==> config.mk <==
export PLATFORM = sky130hd
export DESIGN_NAME = semaforo_input_cond
export DESIGN_NICKNAME = d
export VERILOG_FILES = /design/src/rtl/semaforo_pkg.sv /design/src/rtl/semaforo_debounce.sv /design/src/rtl/semaforo_input_cond.sv
export SDC_FILE = /design/constraint.sdc
export NUM_CORES = 1
export LEC_CHECK = 0
export ABC_AREA = 1
export BUFFER_PORTS_ARGS = -buffer_cell sky130_fd_sc_hd__clkbuf_2
export CELL_PAD_IN_SITES_DETAIL_PLACEMENT = 0
export CELL_PAD_IN_SITES_GLOBAL_PLACEMENT = 2
export CORE_UTILIZATION = 37
export DETAILED_ROUTE_END_ITERATION = 10
export PLACE_DENSITY = 0.9
export SLEW_MARGIN = 10
export SYNTH_ARGS = -nofsm -noshare
export SYNTH_HDL_FRONTEND = slang
export SYNTH_SLANG_ARGS = --single-unit
==> constraint.sdc <==
create_clock -name clk -period 2 [get_ports clk]
set_input_delay 0.1 -clock clk [delete_from_list [all_inputs] [get_ports clk]]
set_output_delay 0.1 -clock clk [all_outputs]
set_load 0.01 [all_outputs]
==> src/rtl/semaforo_pkg.sv <==
// Shared definitions for the traffic-light input conditioning slice:
// channel indices into the raw sensor/button vector and its packed type.
package semaforo_pkg;

   localparam int CH_TA  = 0;
   localparam int CH_TB  = 1;
   localparam int CH_P   = 2;
   localparam int CH_R   = 3;
   localparam int NUM_CH = 4;

   typedef logic [NUM_CH-1:0] sensor_t;

endpackage : semaforo_pkg

==> src/rtl/semaforo_debounce.sv <==
// One input channel: multi-flop synchronizer, persistence counter and accepted (stable) level.
// rise flags the edge on which the stable level is about to go 0->1, so a register fed by it lines up with level.
module semaforo_debounce #(
   parameter int SYNC_STAGES     = 2,
   parameter int DEBOUNCE_CYCLES = 4
) (
   input  logic clk,
   input  logic rst,
   input  logic raw,
   output logic level,
   output logic rise,
   output logic busy
);

   localparam int              CNT_W   = $clog2(DEBOUNCE_CYCLES);
   localparam logic [CNT_W-1:0] CNT_MAX = CNT_W'(DEBOUNCE_CYCLES - 1);

   logic [SYNC_STAGES-1:0] sync_r;
   logic [CNT_W-1:0]       cnt_r;
   logic                   stable_r;
   logic                   sync_s;
   logic                   accept_s;

   assign sync_s   = sync_r[SYNC_STAGES-1];
   assign accept_s = (sync_s != stable_r) && (cnt_r == CNT_MAX);

   // Synchronizer chain: bit 0 samples the asynchronous input
   always_ff @(posedge clk or posedge rst) begin
      if (rst) begin
         sync_r <= {SYNC_STAGES{1'b0}};
      end else begin
         sync_r <= {sync_r[SYNC_STAGES-2:0], raw};
      end
   end

   // Persistence counter and stable level; any return to the stable value restarts the count
   always_ff @(posedge clk or posedge rst) begin
      if (rst) begin
         cnt_r    <= {CNT_W{1'b0}};
         stable_r <= 1'b0;
      end else if (sync_s == stable_r) begin
         cnt_r    <= {CNT_W{1'b0}};
      end else if (cnt_r == CNT_MAX) begin
         stable_r <= sync_s;
         cnt_r    <= {CNT_W{1'b0}};
      end else begin
         cnt_r    <= cnt_r + {{(CNT_W-1){1'b0}}, 1'b1};
      end
   end

   assign level = stable_r;
   assign rise  = accept_s & sync_s;
   assign busy  = (cnt_r != {CNT_W{1'b0}});

endmodule : semaforo_debounce

==> src/rtl/semaforo_input_cond.sv <==
// Input conditioning ahead of the traffic-light controller: TA/TB as debounced levels,
// P/R as registered one-cycle rising-edge pulses, R winning when both rise together.
module semaforo_input_cond
   import semaforo_pkg::*;
#(
   parameter int SYNC_STAGES     = 2,
   parameter int DEBOUNCE_CYCLES = 4
) (
   input  logic    clk,
   input  logic    rst,
   input  sensor_t raw_in,
   output logic    ta,
   output logic    tb,
   output logic    p_pulse,
   output logic    r_pulse,
   output logic    busy
);

   sensor_t level_s;
   sensor_t rise_s;
   sensor_t busy_s;
   logic    p_pulse_r;
   logic    r_pulse_r;
   logic    unused_s;

   for (genvar i = 0; i < NUM_CH; i++) begin : g_ch
      semaforo_debounce #(
         .SYNC_STAGES     (SYNC_STAGES),
         .DEBOUNCE_CYCLES (DEBOUNCE_CYCLES)
      ) u_debounce (
         .clk   (clk),
         .rst   (rst),
         .raw   (raw_in[i]),
         .level (level_s[i]),
         .rise  (rise_s[i]),
         .busy  (busy_s[i])
      );
   end

   // Pulse registers; a simultaneous P rise is dropped so the controller never sees both
   always_ff @(posedge clk or posedge rst) begin
      if (rst) begin
         p_pulse_r <= 1'b0;
         r_pulse_r <= 1'b0;
      end else begin
         p_pulse_r <= rise_s[CH_P] & ~rise_s[CH_R];
         r_pulse_r <= rise_s[CH_R];
      end
   end

   assign ta       = level_s[CH_TA];
   assign tb       = level_s[CH_TB];
   assign p_pulse  = p_pulse_r;
   assign r_pulse  = r_pulse_r;
   assign busy     = |busy_s;
   assign unused_s = ^{level_s[CH_P], level_s[CH_R], rise_s[CH_TA], rise_s[CH_TB]};

endmodule : semaforo_input_cond

# After elaboration in Yosys (flattened, before gate mapping)
# Index checks and enable logic that the tools add are counted.
[op_classes]
add_sub_neg = 4
n_eq_ne = 10
n_mux = 8
n_bitwise = 8
reduce_logical = 11
[ops]
columns = ["operator", "n"]
rows = [
  ["2-to-1 mux 2 bit", 8],
  ["adder 2 x 1 -> 2 bit, second input constant", 4],
  ["== test 2 bit, second input constant", 4],
  ["AND reduction 2 bit", 4],
  ["nonzero test 2 bit", 4],
  ["NOT 1 bit", 5],
  ["== test 1 bit", 4],
  ["OR reduction 4 bit", 1],
  ["AND 1 bit", 3],
  ["logical AND 1 bit", 2],
  ["!= test 1 bit", 2],
]
[totals]
reg_bits = 22
input_bits = 6
output_inout_bits = 5
wordCells = 55

# Depth between registers and ports, before layout
# Gate-level depths: netlist of run 1.
[depth]
depth_word = 5
ltp_mapped = 4
depth_no_buf = 4

# By module
# From an unflattened synthesis of run 1, not the netlist that was laid out.
[hier_totals]
hier_cells = 100
area_unflattened_um2 = 928.4
[by_module_without_submodules]
columns = ["module", "instances", "cells_per_inst", "area_per_inst_um2", "seq_area_each_um2"]
rows = [
  ["semaforo_debounce", 4, 23, 214.0, 125.1],
  ["semaforo_input_cond", 1, 8, 72.6, 50.0],
]

# Worst setup path after synthesis of run 1
# Ideal clock, no wire load.
[synth_path]
path_type = "register to register"
start = "register g_ch[1].u_debounce.cnt_r[0]"
end = "register g_ch[1].u_debounce.cnt_r[0]"
setup_time_ps = 71
arrival_time_ps = 846
required_ps = 1929
setup_slack_ps = 1082
stages_incl_launch_ff = 4
n_path_buf = 0
period_less_slack_ps = 918
cell_sequence = "dfrtp_1 ha_1 or2_0 nor2_1"
[synth_between]
elab_chain_cells = 3
elab_cells_between_ends = 4
cone_classes = "add/sub (1); eq/ne (1); mux (2)"
[synth_lines]
columns = ["element", "line", "rtl"]
rows = [
  ["start: declaration", "semaforo_debounce.sv:19", "logic [CNT_W-1:0] cnt_r;"],
  ["start signal: assignment", "semaforo_debounce.sv:39", "cnt_r <= {CNT_W{1'b0}};"],
  ["start signal: assignment", "semaforo_debounce.sv:42", "cnt_r <= {CNT_W{1'b0}};"],
  ["start signal: assignment", "semaforo_debounce.sv:45", "cnt_r <= {CNT_W{1'b0}};"],
  ["adder 2 x 1 -> 2 bit / == test 2 bit (equally long branches)", "n/a", ""],
  ["2-to-1 mux 2 bit *", "semaforo_debounce.sv:43", "end else if (cnt_r == CNT_MAX) begin"],
  ["2-to-1 mux 2 bit *", "semaforo_debounce.sv:41", "end else if (sync_s == stable_r) begin"],
]
# Mark *: on every way between the ends. The rest lies on a longest branch, timed or not.
# A chain may end at the register's enable or synchronous reset.

# Final worst setup path of run 1
[layout_path]
start = "register g_ch[2].u_debounce.cnt_r[0]"
end = "output port busy"
[layout_between]
elab_chain_cells = 2
[layout_lines]
columns = ["element", "line", "rtl"]
rows = [
  ["start: declaration", "semaforo_debounce.sv:19", ""],
  ["start signal: assignment", "semaforo_debounce.sv:39", ""],
  ["start signal: assignment", "semaforo_debounce.sv:42", ""],
  ["start signal: assignment", "semaforo_debounce.sv:45", ""],
  ["nonzero test 2 bit", "semaforo_debounce.sv:53", "assign busy = (cnt_r != {CNT_W{1'b0}});"],
  ["OR reduction 4 bit", "semaforo_input_cond.sv:55", "assign busy = |busy_s;"],
  ["end: declaration", "semaforo_input_cond.sv:16", "output logic busy"],
]
# No other way between the ends.

==> flow_metrics.tcl, run 1 <==
set metrics [dict create \
    status "completed" \
    async_flop_share_pct 100 \
    antenna_cells 0 \
    cp-startpoint "g_ch[2].u_debounce.cnt_r[0]" \
    n_fill_cell 225 \
    combPwrFrac_pct 29.0 \
    dp_hpwl_um 918 \
    crit_chain "inv_1 -> ha_1 -> nand4_1 -> clkbuf_2" \
    numCtsBuffers 3 \
    fin_nets 121 \
    ys_seq_area_share_pct 62.1 \
    grt_pass1_wl_um 2210 \
    register_area_um2 551 \
    wl_per_cell_um 9.12 \
    peakVddDrop_mv 0.588 \
    place_congestion 0.652 \
    setup_viol 0 \
    drtPass1Iterations 4 \
    dpl_worst_slack_ns 1.02 \
    synth_area_per_cell_um2 10.2 \
    met2_length_um 599 \
    clk_path_buf_depth 2 \
    m1WireLength_um 577 \
    wl_met3_um 29 \
    final.period_utilization_pct 62.6 \
    fin_area_um2 1060 \
    cpPeakStageDelay_ns 0.41 \
    yosysTopAreaCellShare_pct 62.1 \
    routed.top_layer "met4" \
    clock_latency_ns 0.29 \
    seqPwrFrac_pct 51.6 \
    viasPerCell 4.21 \
    synthMostInstantiatedCell "inv_1" \
    synth_edf_count 0 \
    maxCapViolCount 0 \
    synthFlopType "dfrtp_1" \
    p_switching_uw 388 \
    tightest_slew_ns 0.785 \
    crit_arrival_ns 1.15 \
    swShare_pct 32.3 \
    hold_viol 0 \
    power_density_nw_per_um2 1130 \
    p_int_uw 811 \
    synth_nets 101 \
    worstPathRequired_ns 1.90 \
    clock_tree.root_cell "clkbuf_4" \
    synth_largest_area_cell "dfrtp_1" \
    synth_cells 87 \
    netlist_top_cells_count "23 x inv_1, 22 x dfrtp_1, 16 x nand2_1" \
    placed_area_um2 971 \
    cts_tree "yes" \
    timing.slew.headroom_pct 47.6 \
    tns_ns 0 \
    cp-start-kind "flop" \
    core_um2 2230 \
    layout-drive-gt1-share_pct 14.2 \
    max_freq_mhz 799 \
    synth.distinct_cells 11 \
    setup.worst_path.class "reg2out" \
    worstSetupEndpointType "primary output" \
    wl_um 1220 \
    clock-sinks 22 \
    clkTransAtPathRegs_ns 0.11 \
    postRouteAntennaNets 0 \
    drc 0 \
    total_leakage_power_nw 0.572 \
    track_usage_pct 11.7 \
    die_y_um 50.9 \
    timing.rr.start "g_ch[0].u_debounce.cnt_r[0]" \
    slew_viol_final 0 \
    ys_ff_latch 22 \
    hp-start "g_ch[1].u_debounce.sync_r[0]" \
    slowest_stage "dfrtp_1" \
    drtIter0Drc 4 \
    synth_area_leaders "dfrtp_1 62%, ha_1 11%, inv_1 9.7%" \
    start_util_pct 39.7 \
    final.min_clock_period_ns 1.25 \
    port-buffer-count 10 \
    overflow 0 \
    rows 17 \
    areaGrowthSynthToFinish_pct 19.3 \
    finClkSkew_ns 0.00639 \
    hp-class "reg2reg" \
    grt_pass1_vias 544 \
    syn_area_um2 886 \
    die_w_um 50.9 \
    worst_slack_ns 0.748 \
    worstPathMaxFanout 2 \
    die-area_um2 2590 \
    htreeDepth 1 \
    power_frac_clock_pct 19.4 \
    multi_input_area_um2 249 \
    io_pins 11 \
    yosysWarnings 0 \
    grt_max_degree 23 \
    antenna_found_initial 0 \
    vias 564 \
    grt_setup_unrepaired "no" \
]
layer usage:
| metal | global-route usage, % | vias up |
|---|---|---|
| li1 | - | 295 |
| met3 | 1.79 | 2 |
| met1 | 13.7 | 261 |
| met2 | 20.0 | 6 |
| met4 | 6.94 | 0 |
| met5 | 0 | - |
power by group through the flow:
stage | clock [mW] | combinational, mW | sequential, mW
after global placement | 0 | 0.338 | 0.623
after CTS | 0.247 | 0.359 | 0.621
after detailed placement | 0 | 0.346 | 0.630
after global routing | 0.260 | 0.419 | 0.637
final | 0.232 | 0.348 | 0.619
after floorplan | 0 | 0.245 | 0.626
through the flow:
step / hold slack, ns / cells / util [%] / power, mW
3_3_place_gp: 0.208 / 125 / 43.5 / 0.961
4_1_cts: 0.364 / 134 / 47.3 / 1.23
3_5_place_dp: 0.210 / 125 / 43.5 / 0.976
5_1_grt: 0.372 / 134 / 47.3 / 1.32
6_report: 0.359 / 134 / 47.3 / 1.20
2_1_floorplan: 0.0892 / 87 / - / 0.871
critical path: cells and delay by family, from the launching register on:
kind | cells | cell delay [ns]
adder cells (fa/ha/maj) | 1 | 0.14
buffers and inverters | 2 | 0.22
AND/OR/NAND/NOR | 1 | 0.09
flip-flops | 1 | 0.41
final cells by class:
cell class	instances	share of cell area (%)
tap	28	3.31
sequential	22	52.1
clock buffer	4	3.43
multi-input combinational	42	23.6
inverter	23	8.17
timing repair buffer	15	9.47
state kept, by name (all words and copies together) (netlist names):
signal,cells
g_ch.u_debounce.cnt_r,8
g_ch.u_debounce.level,4
g_ch.u_debounce.sync_r,8
p_pulse,1
r_pulse,1
final timing paths:
| check | endpoint | slack [ns] | cells past startpoint |
|---|---|---|---|
| min in group asynchronous | p_pulse | 0.46 | 3 |
| worst max register to register | g_ch[0].u_debounce.cnt_r[0] | 1.00 | 3 |
| worst min register to register | g_ch[1].u_debounce.sync_r[1] | 0.36 | 0 |
| worst max-delay path | busy | 0.75 | 4 |
| max in group asynchronous | g_ch[1].u_debounce.cnt_r[1] | 1.04 | 3 |
| worst min-delay path | g_ch[1].u_debounce.sync_r[1] | 0.36 | 0 |
cells in the final DEF (no fill, tap or decap), types with 2 or more instances in the layout:
cell           count
or2_0              2
o21ai_0            4
inv_1             23
clkbuf_4           3
a21oi_1            4
nand2_1           16
dfrtp_1           22
clkbuf_2          10
ha_1               8
nor2_1             5
dlygate4sd3_1      5
cell families (layout without fill, tap and decap cells):
kind of cell	Yosys count	count (layout)	share of synthesized area [%]
DFF	22	22	62.1
and+or+nand+nor	26	26	12.3
buffers and inverters	23	42	9.75
adders and majority gates	8	8	11.3
AOI/OAI and AO/OA	8	8	4.52
what timing repair did:
action,CTS,global route
resized for setup,0,0
setup buffers,0,0
hold buffers,5,0
hold endpoints to repair,26,0
(Power assumes the default switching activity.)
==> run 2: changes to the inputs <==
--- a/config.mk
+++ b/config.mk
@@ -5,13 +5,13 @@
 export SDC_FILE = /design/constraint.sdc
 export NUM_CORES = 1
 export LEC_CHECK = 0
-export ABC_AREA = 1
+export ABC_AREA = 0
 export BUFFER_PORTS_ARGS = -buffer_cell sky130_fd_sc_hd__clkbuf_2
 export CELL_PAD_IN_SITES_DETAIL_PLACEMENT = 0
 export CELL_PAD_IN_SITES_GLOBAL_PLACEMENT = 2
 export CORE_UTILIZATION = 37
 export DETAILED_ROUTE_END_ITERATION = 10
-export PLACE_DENSITY = 0.9
+export PLACE_DENSITY = 0.84
 export SLEW_MARGIN = 10
 export SYNTH_ARGS = -nofsm -noshare
 export SYNTH_HDL_FRONTEND = slang
==> constraint.sdc (replaced) <==
create_clock -name clk -period 1.3 [get_ports clk]
set_input_delay 0.065 -clock clk [delete_from_list [all_inputs] [get_ports clk]]
set_output_delay 0.065 -clock clk [all_outputs]
set_load 0.01 [all_outputs]
==> run 2 against run 1 <==
Register-to-register slack lost 0.84 ns. Global-route usage shrank 1.2 points. Sequential power grew 59%. Clock power grew 120%. Clock skew shrank 0.0053 ns. Power grew 71%. Synthesized cell count shrank 31%. Critical path depth is the same. Flip-flop and latch count is the same. Worst setup slack lost 0.68 ns. Die area shrank 3.8%. Highest routed layer unchanged.
==> flow_metrics.tcl, run 2 <==
set metrics [dict create \
    overflow 0 \
    yosysTopAreaCellShare_pct 64.7 \
    maxCapViolCount 0 \
    cpPeakStageDelay_ns 0.39 \
    netlist_top_cells_count "22 x dfrtp_1, 10 x inv_1, 8 x ha_1" \
    grt_max_degree 23 \
    wl_per_cell_um 10.2 \
    total_leakage_power_nw 0.538 \
    synth-simple-area-share_pct 10.4 \
    numCtsBuffers 3 \
    mostFrequentLayoutCells "22 x dfrtp_1, 10 x inv_1, 10 x clkbuf_2, 8 x ha_1, 5 x dlygate4sd3_1" \
    die-area_um2 2500 \
    status "completed" \
    wl_um 1110 \
    io_pins 11 \
    ys_seq_area_share_pct 64.7 \
    worstPathMaxFanout 3 \
    cp-start-kind "flop" \
    start_util_pct 41.3 \
    worstSetupEndpointType "primary output" \
    core_um2 2060 \
    synth_area_per_cell_um2 14.2 \
    synth_adder_area_share_pct 11.8 \
    final.period_utilization_pct 94.5 \
    fin_area_um2 1060 \
    antenna_cells 0 \
    vias 465 \
    grt_pass1_vias 473 \
    final.min_clock_period_ns 1.23 \
    layout-drive-gt1-share_pct 26.8 \
    drtPass1Iterations 2 \
    synth.distinct_cells 16 \
    drtIter0Drc 2 \
    timing.rr.start "g_ch[0].u_debounce.cnt_r[0]" \
    routed.top_layer "met4" \
    syn_area_um2 851 \
    grt_pass1_wl_um 1900 \
    synth_top_family_by_area "adder cells" \
    worst_slack_ns 0.0712 \
    rrSetupSlack_ns 0.16 \
    peakVddDrop_mv 1.09 \
    clock_latency_ns 0.29 \
    clkTransAtPathRegs_ns 0.11 \
    synth_area_leaders "dfrtp_1 65%, ha_1 12%, inv_1 4.4%" \
    crit_chain "inv_1 -> ha_1 -> nand4_1 -> clkbuf_2" \
    setup_viol 0 \
    worstPathRequired_ns 1.24 \
    critPathBufInv 2 \
    synthMostInstantiatedCell "dfrtp_1" \
    setup.worst_path.class "reg2out" \
    grt_setup_unrepaired "no" \
    cts_tree "yes" \
    dpl_worst_slack_ns 0.193 \
    ys_ff_latch 22 \
    timing.slew.headroom_pct 82.3 \
    place_congestion 0.680 \
    clock_tree.root_cell "clkbuf_4" \
    synth_cells 60 \
    finClkSkew_ns 0.00109 \
    viasPerCell 4.27 \
    port-buffer-count 10 \
    yosysWarnings 0 \
    power_density_nw_per_um2 1930 \
    synth_edf_count 0 \
    slowest_stage "dfrtp_1" \
    synth-xor-area-share_pct 4.12 \
    m1WireLength_um 488 \
    crit_family "flip-flops" \
    placed_area_um2 942 \
    synth_compound_area_share_pct 0.588 \
    reg2reg_to "g_ch[0].u_debounce.level" \
    crit_arrival_ns 1.16 \
    hp-class "in2async" \
    async_flop_share_pct 100 \
    dp_hpwl_um 839 \
    power_mw 2.05 \
    hold_viol 0 \
    rows 16 \
    muxShareOfSynthArea_pct 3.97 \
    clk_path_buf_depth 2 \
    met2_length_um 583 \
    synth_largest_area_cell "dfrtp_1" \
    cts_resized 0 \
    slew_viol_final 0 \
    postRouteAntennaNets 0 \
    synth_nets 74 \
    worstRegToRegCells 3 \
    max_freq_mhz 814 \
    htreeDepth 1 \
    fin_nets 97 \
    clock-sinks 22 \
    antenna_found_initial 0 \
    synthFlopType "dfrtp_1" \
    track_usage_pct 10.5 \
    die_y_um 50.0 \
    areaGrowthSynthToFinish_pct 24.6 \
    die_w_um 50.0 \
    wl_met3_um 28 \
    final_common_cell "dfrtp_1" \
    tightest_slew_ns 0.266 \
    drc 0 \
    tns_ns 0 \
]
==> run 2: cell count changes after synthesis, moves of 4 or more <==
| cell | change |
|---|---|
| o21ai_0 | -4 |
| a21oi_1 | -4 |
| inv_1 | -13 |
| nand2_1 | -15 |
| nor2_1 | -5 |
==> run 2: per-stage QoR <==
stage,instances,hold WS [ns],utilization (%)
after floorplan,60,0.0542,-
after detailed placement,98,0.0989,45.7
after CTS,107,0.319,50.7
after global routing,109,0.341,51.4
after global placement,98,0.0907,45.7
final,109,0.322,51.4
==> run 2: final cells by class <==
type,instances,area [um^2]
timing repair buffer,18,123
sequential,22,551
inverter,10,37.5
tap,27,33.8
clock buffer,3,22.5
fill,190,1000
multi-input combinational,28,263
clock inverter,1,30.0
==> run 2: worst max-delay path by stage <==
stage	start	endpoint	cells past startpoint
finish	g_ch[2].u_debounce.cnt_r[0]	busy	4
global placement	g_ch[3].u_debounce.cnt_r[0]	g_ch[3].u_debounce.level	2
floorplan	g_ch[3].u_debounce.cnt_r[0]	g_ch[3].u_debounce.level	2
CTS	g_ch[2].u_debounce.cnt_r[0]	busy	4
detailed placement	g_ch[3].u_debounce.cnt_r[0]	p_pulse	3
global route	g_ch[3].u_debounce.cnt_r[0]	busy	4
==> run 2: logic make-up (layout without fill, tap and decap cells) <==
kind of cell,after synthesis,after routing
buf+inv,10,32
mux,3,3
fa+ha+maj,8,8
compound gates,1,1
xor+xnor,4,4
flops,22,22
simple gates,12,12
==> run 2: repair_timing <==
action                                  4_1_cts  5_1_grt
hold buffers                                  5        0
endpoints found under the setup margin        0        1
endpoints found under the hold margin        26        0
setup buffers                                 0        2
==> run 2: power by group <==
group / total (mW) / internal [mW] / switching [mW]
logic: 0.565 / 0.314 / 0.251
registers: 0.985 / 0.863 / 0.122
clock network: 0.500 / 0.311 / 0.188
total: 2.05 / 1.49 / 0.561
==> run 2: tightest hold or removal path, delay by kind of cell <==
family	cells	cell delay [ns]
buffers and inverters	4	0.94
==> run 2: routing by layer <==
layer  global-route usage [%]  vias up
li1                         -      232
met1                     12.2      225
met2                     18.7        6
met3                     1.85        2
met4                     4.29        0
met5                        0        -
